[src/rtl/wm8960_init_ctrl_if.sv]
// Write-request handshake between the WM8960 init sequencer and the I2C write master.
// One request carries a device address and two data bytes; done/nack close it.
interface wm8960_init_ctrl_if;
  logic       req;
  logic [7:0] dev_id;
  logic [7:0] byte0;
  logic [7:0] byte1;
  logic       done;
  logic       nack;

  modport master (output req, dev_id, byte0, byte1, input done, nack);
  modport slave  (input req, dev_id, byte0, byte1, output done, nack);
endinterface

[src/rtl/wm8960_init_ctrl.sv]
// WM8960 power-up sequencer: waits the power-up delay, then writes every init-table word
// to the codec over I2C, with a long settle after soft reset and bounded NACK retries.
module wm8960_init_ctrl #(
  parameter int PWRUP_CYCLES = 50000,
  parameter int RESET_DLY    = 500000,
  parameter int GAP_CYCLES   = 16,
  parameter int MAX_RETRY    = 3
) (
  input  logic                      clk,
  input  logic                      reset_n,
  input  logic                      i_start,
  output logic [7:0]                o_lut_addr,
  input  logic [15:0]               i_lut_q,
  input  logic [7:0]                i_lut_size,
  input  logic [7:0]                i_dev_id,
  wm8960_init_ctrl_if.master        i2c,
  output logic                      o_init_busy,
  output logic                      o_init_done,
  output logic                      o_init_err,
  output logic [7:0]                o_err_index
);

  typedef enum logic [2:0] {
    S_PWRUP, S_FETCH, S_LATCH, S_WRITE, S_POST, S_DONE, S_ERROR
  } state_t;

  localparam logic [23:0] LP_PWRUP       = 24'(PWRUP_CYCLES);
  localparam logic [23:0] LP_RESET_DLY   = 24'(RESET_DLY);
  localparam logic [23:0] LP_GAP         = 24'(GAP_CYCLES);
  localparam logic [7:0]  LP_MAX_RETRY   = 8'(MAX_RETRY);
  localparam logic [6:0]  LP_SOFT_RST_RA = 7'h0F;

  state_t      r_state, w_state;
  logic [23:0] r_cnt, w_cnt;
  logic [7:0]  r_idx, w_idx;
  logic [7:0]  r_retry, w_retry;
  logic        r_req, w_req;
  logic [7:0]  r_dev, w_dev;
  logic [7:0]  r_b0, w_b0;
  logic [7:0]  r_b1, w_b1;
  logic [7:0]  r_err_idx, w_err_idx;

  logic [23:0] w_delay_lim;
  logic        w_cnt_last;
  logic        w_idx_last;

  // A delay of N keeps the state for N full cycles; N=0 still costs one pass-through cycle.
  assign w_delay_lim = (r_state != S_POST)            ? LP_PWRUP :
                       (r_b0[7:1] == LP_SOFT_RST_RA)  ? LP_RESET_DLY : LP_GAP;
  assign w_cnt_last  = ({1'b0, r_cnt} + 25'd1) >= {1'b0, w_delay_lim};
  // Compared in 9 bits so a 255-entry table ends cleanly without idx wrapping.
  assign w_idx_last  = ({1'b0, r_idx} + 9'd1) == {1'b0, i_lut_size};

  always_comb begin
    // NOTE: every next-value signal takes a default first so no branch can infer a latch.
    w_state   = r_state;
    w_cnt     = '0;
    w_idx     = r_idx;
    w_retry   = r_retry;
    w_req     = r_req;
    w_dev     = r_dev;
    w_b0      = r_b0;
    w_b1      = r_b1;
    w_err_idx = r_err_idx;
    case (r_state)
      S_PWRUP: begin
        if (w_cnt_last) begin
          w_idx   = '0;
          w_state = (i_lut_size == 8'd0) ? S_DONE : S_FETCH;
        end else begin
          w_cnt = r_cnt + 24'd1;
        end
      end
      S_FETCH: w_state = S_LATCH;
      S_LATCH: begin
        w_b0    = i_lut_q[15:8];
        w_b1    = i_lut_q[7:0];
        w_dev   = i_dev_id;
        w_retry = '0;
        w_state = S_WRITE;
      end
      S_WRITE: begin
        // req is registered, so it only rises on the edge after done has gone away.
        if (i2c.done) begin
          w_req = 1'b0;
          if (!i2c.nack) begin
            w_state = S_POST;
          end else if (r_retry < LP_MAX_RETRY) begin
            w_retry = r_retry + 8'd1;
          end else begin
            w_err_idx = r_idx;
            w_state   = S_ERROR;
          end
        end else begin
          w_req = 1'b1;
        end
      end
      S_POST: begin
        if (w_cnt_last) begin
          if (w_idx_last) begin
            w_state = S_DONE;
          end else begin
            w_idx   = r_idx + 8'd1;
            w_state = S_FETCH;
          end
        end else begin
          w_cnt = r_cnt + 24'd1;
        end
      end
      S_DONE, S_ERROR: begin
        if (i_start) begin
          w_idx     = '0;
          w_err_idx = '0;
          w_state   = (i_lut_size == 8'd0) ? S_DONE : S_FETCH;
        end
      end
      default: w_state = S_PWRUP;
    endcase
  end

  always_ff @(posedge clk) begin
    // NOTE: state registers use non-blocking assignments; reset is sampled on the clock edge.
    if (!reset_n) begin
      r_state   <= S_PWRUP;
      r_cnt     <= '0;
      r_idx     <= '0;
      r_retry   <= '0;
      r_req     <= 1'b0;
      r_dev     <= '0;
      r_b0      <= '0;
      r_b1      <= '0;
      r_err_idx <= '0;
    end else begin
      r_state   <= w_state;
      r_cnt     <= w_cnt;
      r_idx     <= w_idx;
      r_retry   <= w_retry;
      r_req     <= w_req;
      r_dev     <= w_dev;
      r_b0      <= w_b0;
      r_b1      <= w_b1;
      r_err_idx <= w_err_idx;
    end
  end

  assign o_lut_addr  = r_idx;
  assign i2c.req     = r_req;
  assign i2c.dev_id  = r_dev;
  assign i2c.byte0   = r_b0;
  assign i2c.byte1   = r_b1;
  assign o_init_busy = (r_state != S_DONE) && (r_state != S_ERROR);
  assign o_init_done = (r_state == S_DONE);
  assign o_init_err  = (r_state == S_ERROR);
  assign o_err_index = r_err_idx;

endmodule

[src/flat_wrapper.sv]
// flat-port wrapper written by rule: the top's interface ports become plain ports
module wm8960_init_ctrl_flat 
#(
  parameter int PWRUP_CYCLES = 50000,
  parameter int RESET_DLY    = 500000,
  parameter int GAP_CYCLES   = 16,
  parameter int MAX_RETRY    = 3
)
  (clk, reset_n, i_start, o_lut_addr, i_lut_q, i_lut_size, i_dev_id, o_init_busy, o_init_done, o_init_err, o_err_index, i2c_req, i2c_dev_id, i2c_byte0, i2c_byte1, i2c_done, i2c_nack);
  wm8960_init_ctrl_if i2c_i ();
  input  logic clk;
  input  logic reset_n;
  input  logic i_start;
  output logic [7:0] o_lut_addr;
  input  logic [15:0] i_lut_q;
  input  logic [7:0] i_lut_size;
  input  logic [7:0] i_dev_id;
  output logic o_init_busy;
  output logic o_init_done;
  output logic o_init_err;
  output logic [7:0] o_err_index;
  output wire logic [$bits(i2c_i.req)-1:0] i2c_req;
  output wire logic [$bits(i2c_i.dev_id)-1:0] i2c_dev_id;
  output wire logic [$bits(i2c_i.byte0)-1:0] i2c_byte0;
  output wire logic [$bits(i2c_i.byte1)-1:0] i2c_byte1;
  input wire logic [$bits(i2c_i.done)-1:0] i2c_done;
  input wire logic [$bits(i2c_i.nack)-1:0] i2c_nack;
  assign i2c_req = i2c_i.req;
  assign i2c_dev_id = i2c_i.dev_id;
  assign i2c_byte0 = i2c_i.byte0;
  assign i2c_byte1 = i2c_i.byte1;
  assign i2c_i.done = i2c_done;
  assign i2c_i.nack = i2c_nack;
  wm8960_init_ctrl #(.PWRUP_CYCLES(PWRUP_CYCLES), .RESET_DLY(RESET_DLY), .GAP_CYCLES(GAP_CYCLES), .MAX_RETRY(MAX_RETRY)) u_core (.clk(clk), .reset_n(reset_n), .i_start(i_start), .o_lut_addr(o_lut_addr), .i_lut_q(i_lut_q), .i_lut_size(i_lut_size), .i_dev_id(i_dev_id), .i2c(i2c_i), .o_init_busy(o_init_busy), .o_init_done(o_init_done), .o_init_err(o_init_err), .o_err_index(o_err_index));
endmodule
[config.mk]
export PLATFORM = sky130hd
export DESIGN_NAME = wm8960_init_ctrl_flat
export DESIGN_NICKNAME = d
export VERILOG_FILES = /design/src/rtl/wm8960_init_ctrl_if.sv /design/src/rtl/wm8960_init_ctrl.sv /design/src/flat_wrapper.sv
export SDC_FILE = /design/constraint.sdc
export NUM_CORES = 1
export LEC_CHECK = 0
export BUFFER_PORTS_ARGS = -buffer_cell sky130_fd_sc_hd__buf_2
export CAP_MARGIN = 15
export CORE_MARGIN = 3
export CORE_UTILIZATION = 55
export CTS_BUF_LIST = sky130_fd_sc_hd__clkbuf_4 sky130_fd_sc_hd__clkbuf_8
export CTS_CLUSTER_DIAMETER = 150
export DETAILED_ROUTE_END_ITERATION = 16
export PLACE_DENSITY_LB_ADDON = 0.05
export SLEW_MARGIN = 20
export SYNTH_ARGS = -nofsm -noshare
export SYNTH_HDL_FRONTEND = slang
export SYNTH_SLANG_ARGS = --single-unit
[constraint.sdc]
create_clock -name clk -period 4 [get_ports clk]
set_clock_uncertainty 0.2 [all_clocks]
set_input_delay 0.2 -clock clk [delete_from_list [all_inputs] [get_ports clk]]
set_output_delay 0.2 -clock clk [all_outputs]
set_load 0.02 [all_outputs]
== Word level (Yosys, flattened, before mapping) ==
Cells that the tools add are included.
Word-level totals
  bits in registers: 76
  bits of input ports: 37
  logic and storage cells: 76
  output and inout port bits: 44
Operators by class
  equality and inequality tests: 20
  order comparisons: 2
  mux-type cells: 25
  $add $sub $neg: 5
  reduce and logical (&&, ||, !) cells: 13
  bitwise logic cells: 2
Operators by type and width (count)
  two-way mux 8 bit: 10
  case mux 8 bit (2 select lines): 2
  adder 24 x 1 -> 25 bit (second input constant): 1
  >= comparator 25 x 24 -> 1 bit: 1
  adder 24 x 1 -> 24 bit (second input constant): 1
  two-way mux 24 bit: 1
  two-way mux 3 bit: 8
  case mux 8 bit (3 select lines): 1
  two-way mux 19 bit: 1
  case mux 3 bit (6 select lines): 1
  adder 8 x 1 -> 8 bit (second input constant): 2
  AND reduction 5 bit: 3
  != test 3 bit (second input constant): 4
  != test 2 bit (second input constant): 5
  adder 8 x 1 -> 9 bit (second input constant): 1
  equality test 3 bit (second input constant): 3
  equality test 9 x 8 -> 1 bit: 1
  zero test 8 bit: 1
  less-than comparator 8 x 2 -> 1 bit (second input constant): 1
  equality test 7 x 4 -> 1 bit (second input constant): 1
  equality test 3 x 2 -> 1 bit (second input constant): 2
  != test 2 x 1 -> 1 bit (second input constant): 3
  AND reduction 4 bit: 1
  nonzero test 2 bit: 2
  8 further kinds: 10

== Logic depth before layout (Yosys ltp) ==
  word-level depth: 6
  mapped depth: 15
  gate-level depth less buffers: 14

== Least setup slack after synthesis ==
Ideal clock, no wire load.
  kind: flip-flop to flip-flop
  from: reg u_core.r_cnt[0]
  to: reg u_core.r_idx[3] (netlist: u_core.o_lut_addr[3])
  clock period less this slack: 3333 ps
  buffers on the path: 2
  required time: 3678 ps
  arrival time: 3011 ps
  path slack: 667 ps
  setup time: 122 ps
  cell stages (with the launch flop): 16
  cell sequence: dfxtp_1 > ha_1 > and3_1 > buf_2 > nand4_1 > nor2_1 > xor2_1 > ha_1 > nand4_1 > nor4_1 > o21ai_0 > a2bb2oi_1 > and3_1 > buf_6 > o21a_2 > a221o_1
On the way
  cells in the longest elaborated chain, start to end: 4
  elaborated cells on any way between the ends: 5
  those cells by class: add/sub: 1; order compare: 1; eq/ne: 2; reduce/logical: 1
Ends and longest elaborated chain
  start, declared: line wm8960_init_ctrl.sv:34  | logic [23:0] r_cnt, w_cnt;
  start signal, assigned: line wm8960_init_ctrl.sv:135  | r_cnt <= w_cnt;
  adder 24 x 1 -> 25 bit (*): line wm8960_init_ctrl.sv:50  | assign w_cnt_last = ({1'b0, r_cnt} + 25'd1) >= {1'b0, w_delay_lim};
  >= comparator 25 x 24 -> 1 bit (*): line wm8960_init_ctrl.sv:50
  != test 2 x 1 -> 1 bit (no line)
  AND reduction 5 bit (no line) (*)
  end signal, assigned: line wm8960_init_ctrl.sv:136  | r_idx <= w_idx;
  end, declared: line wm8960_init_ctrl.sv:35  | logic [7:0] r_idx, w_idx;
Every way passes the cells marked *; elsewhere a longest branch is shown, timed or not.
A chain may end at the register's enable or synchronous reset.

== Worst setup path after layout ==
  from: reg u_core.r_cnt[7]
  to: reg u_core.r_idx[3] (netlist: u_core.o_lut_addr[3])
The elaborated chain is that of the path after synthesis.

==> run_results.csv <==
group,metric,value,unit
finish,antenna_cells,0,
floorplan,num_rows,29,
drt,vias_per_cell,5.72,
min_path,hp-class,"input pin to flop",
placed_design,gp_congestion,0.915,
floorplan,die_h,89.0,um
synth,synth_edf_count,0,
clocking,cts_tree,"built",
placed_design,hpwl,6840,um
synth,synth_cell_type_count,65,
grt,track_usage,0.267,
drt,drt_iter0_drc,182,
critical_path,cp.required,4.03,ns
placed_design,place_area,0.00427,mm2
placed_design,io_buffers,80,
synth,synth_most_common_cell,"nand2_1",
critical_path,crit_arrival,3.64,ns
sta,slew-limit-headroom,0.460,
synth,async_reset_ff_frac,0,
drt,drc,0,
sta,finalSetupTns,0,ns
grt,busiest_layer,"met2",
drt,drt_pass1_iterations,4,
critical_path,rr_worst_depth,13,
synth,seq_area_frac_synth,0.401,
pwr,irDropWorstVdd,0.352,mV
critical_path,crit_path_max_fanout,15,
clocking,clock_latency,0.34,ns
min_path,hold_start,"reset_n",
finish,drive_gt1_frac,0.217,
outcome,status,"completed",
drt,post_drt_wl_per_cell,15.6,um
sta,worstMarginPinSlew,0.808,ns
clocking,clock-sinks,76,
pwr,cellLeakagePower,2.11,nW
drt,vias,3685,
grt,overflow,0,
synth,ys_ff_latch,76,
synth,yosysWarnings,0,
synth,synth_ff_type,"dfxtp_1",
grt,grt_start_max_net_pins,39,
grt,grt_pass1_wl,16800,um
drt,ant_nets,0,
synth,yosysTopAreaCell,"dfxtp_1",
floorplan,core,0.00649,mm2
floorplan,pin_count,81,
synth,avgSynthCellArea,8.33,um2
min_path,holdPathEnd,"u_core.r_retry[2]",
critical_path,r2r_end,"u_core.o_lut_addr[3]",
sta,setup_violations,0,
clocking,cts-root-buf,"clkbuf_8",
grt,first_global_vias,3567,
clocking,cts.htree.levels,3,
critical_path,path_class,"flop to flop",
grt,use_met2,0.443,
clocking,path_clk_slew,0.08,ns
pwr,p_per_area,412,mW/mm2
finish,area_delta_synth_final,26.0,%
clocking,clk_path_buf_depth,2,
sta,drv_slew,0,
floorplan,start_util,0.584,
clocking,cts_made_buffers,9,
floorplan,dieArea,0.00792,mm2
critical_path,cp-end-kind,"flop",
critical_path,worst_setup_path_start_kind,"flop",
sta,finalCriticalPeriod,3.61,ns
drt,drt_wl_total,10100,um
finish,fin_nets,613,
sta,rsz0062_at_grt,"no",
synth,synth_area_leaders,"dfxtp_1 40%, nand2_1 8.0%, a21oi_1 5.7%",
grt,grt_use_met3,0.0839,
critical_path,r2r_slack,0.39,ns
finish,design_area,0.00477,mm2
grt,met1_usage,0.338,
floorplan,die_w,89.0,um
critical_path,reg2reg_from,"u_core.r_cnt[7]",
sta,timing.final.crit_share,0.902,
synth,synthTopCellsByCount,"81 x nand2_1, 76 x dfxtp_1, 43 x a21oi_1",
sta,fmax,277,MHz
synth,synth_top_area_frac,0.401,
sta,hold_viol,0,
synth,syn_area,0.00379,mm2
synth,netlist_instances,455,
min_path,whs_path_depth,3,
grt,antenna_found_initial,0,
run,maxCapViolCount,0,
[power by group]
part           switching (W)  internal [W]  leakage [nW]
clock               0.000299      0.000418         0.116
sequential         0.0000276      0.000801         0.616
combinational       0.000264      0.000159          1.38
total               0.000590       0.00138          2.11
[worst max-delay path by stage]
stage / depth (start not counted) / endpoint / slack (ns) / start
global placement: 13 / u_core.o_lut_addr[3] / 0.29 / u_core.r_cnt[0]
finish: 13 / u_core.o_lut_addr[3] / 0.39 / u_core.r_cnt[7]
CTS: 13 / u_core.o_lut_addr[3] / 0.18 / u_core.r_cnt[7]
global route: 13 / u_core.o_lut_addr[3] / 0.02 / u_core.r_cnt[7]
floorplan: 15 / u_core.o_lut_addr[3] / 0.67 / u_core.r_cnt[0]
detailed placement: 13 / u_core.o_lut_addr[3] / 0.21 / u_core.r_cnt[7]
[stage by stage]
stage / hold slack, ns / power (W) / utilization / worst slack, ns / std cells
final: 0.0317 / 0.00197 / 0.735 / 0.393 / 644
after global routing: 0.0522 / 0.00207 / 0.735 / 0.0198 / 644
after CTS: 0.0134 / 0.00197 / 0.734 / 0.181 / 644
after detailed placement: 0.246 / 0.00124 / 0.658 / 0.213 / 603
after global placement: 0.238 / 0.00123 / 0.658 / 0.290 / 603
after floorplan: 0.136 / 0.00112 / - / 0.667 / 459
[final cells by class]
cell class,count,area [um2]
multi-input cells,355,2170
fillers,465,1720
well taps,77,96.3
flip-flops and latches,76,1520
repair buffers,115,726
inverters,5,18.8
clock inverters,7,123
clock buffers,9,124
[cells by family after synthesis]
| logic type | after synthesis | share of synthesized area |
|---|---|---|
| mux | 3 | 0.00957 |
| other cells | 1 | 0.000989 |
| simple gates | 219 | 0.291 |
| flops | 76 | 0.401 |
| fa+ha+maj | 14 | 0.0462 |
| compound gates | 87 | 0.155 |
| buf+inv | 28 | 0.0337 |
| xor+xnor | 27 | 0.0624 |
[per-layer routing]
metal	share of wire	vias up
met3	0.069	8
met4	0.0082	0
li1	-	1836
met5	0	-
met2	0.48	111
met1	0.44	1730
[state kept, by name (all words and copies together) (netlist names)]
name and count:
u_core.o_lut_addr 8, u_core.i2c.byte1 8, u_core.r_retry 8, u_core.i2c.dev_id 8, u_core.r_cnt 24, u_core.o_err_index 8, u_core.i2c.byte0 8, u_core.i2c.req 1
u_core.r_state 3
[layout by cell type, fill, tap and decap left out, drive strengths merged, types with 4 or more instances in the layout]
master       instances
dlygate4sd3         25
dfxtp               76
nand3               24
xor2                12
and3                19
nor2b                4
xnor2               15
inv                  6
a21oi               43
nand4               10
nor2                36
nand2               81
clkbuf               9
buf                 90
o21ai                5
nor4                 8
ha                  14
nor3                 9
conb                 5
nand2b               6
[what timing repair did]
item | CTS | global route
endpoints found under the hold margin | 25 | 0
setup buffers | 0 | 0
setup endpoints to repair | 0 | 22
gates resized for setup | 0 | 2
hold buffers | 25 | 0
[critical path, cell delays in order (launching register included)]
cell and delay (ns):
dfxtp_1 0.45, nand4_1 0.26, nor2_1 0.28, nand2_1 0.15
nor2_1 0.15, xor2_1 0.22, ha_1 0.29, and4_1 0.21
a21oi_1 0.13, o22ai_1 0.08, a211oi_1 0.29, and3_4 0.34
nor3_2 0.11, a221o_1 0.33
Note: power is estimated with default switching activity, not from simulation.
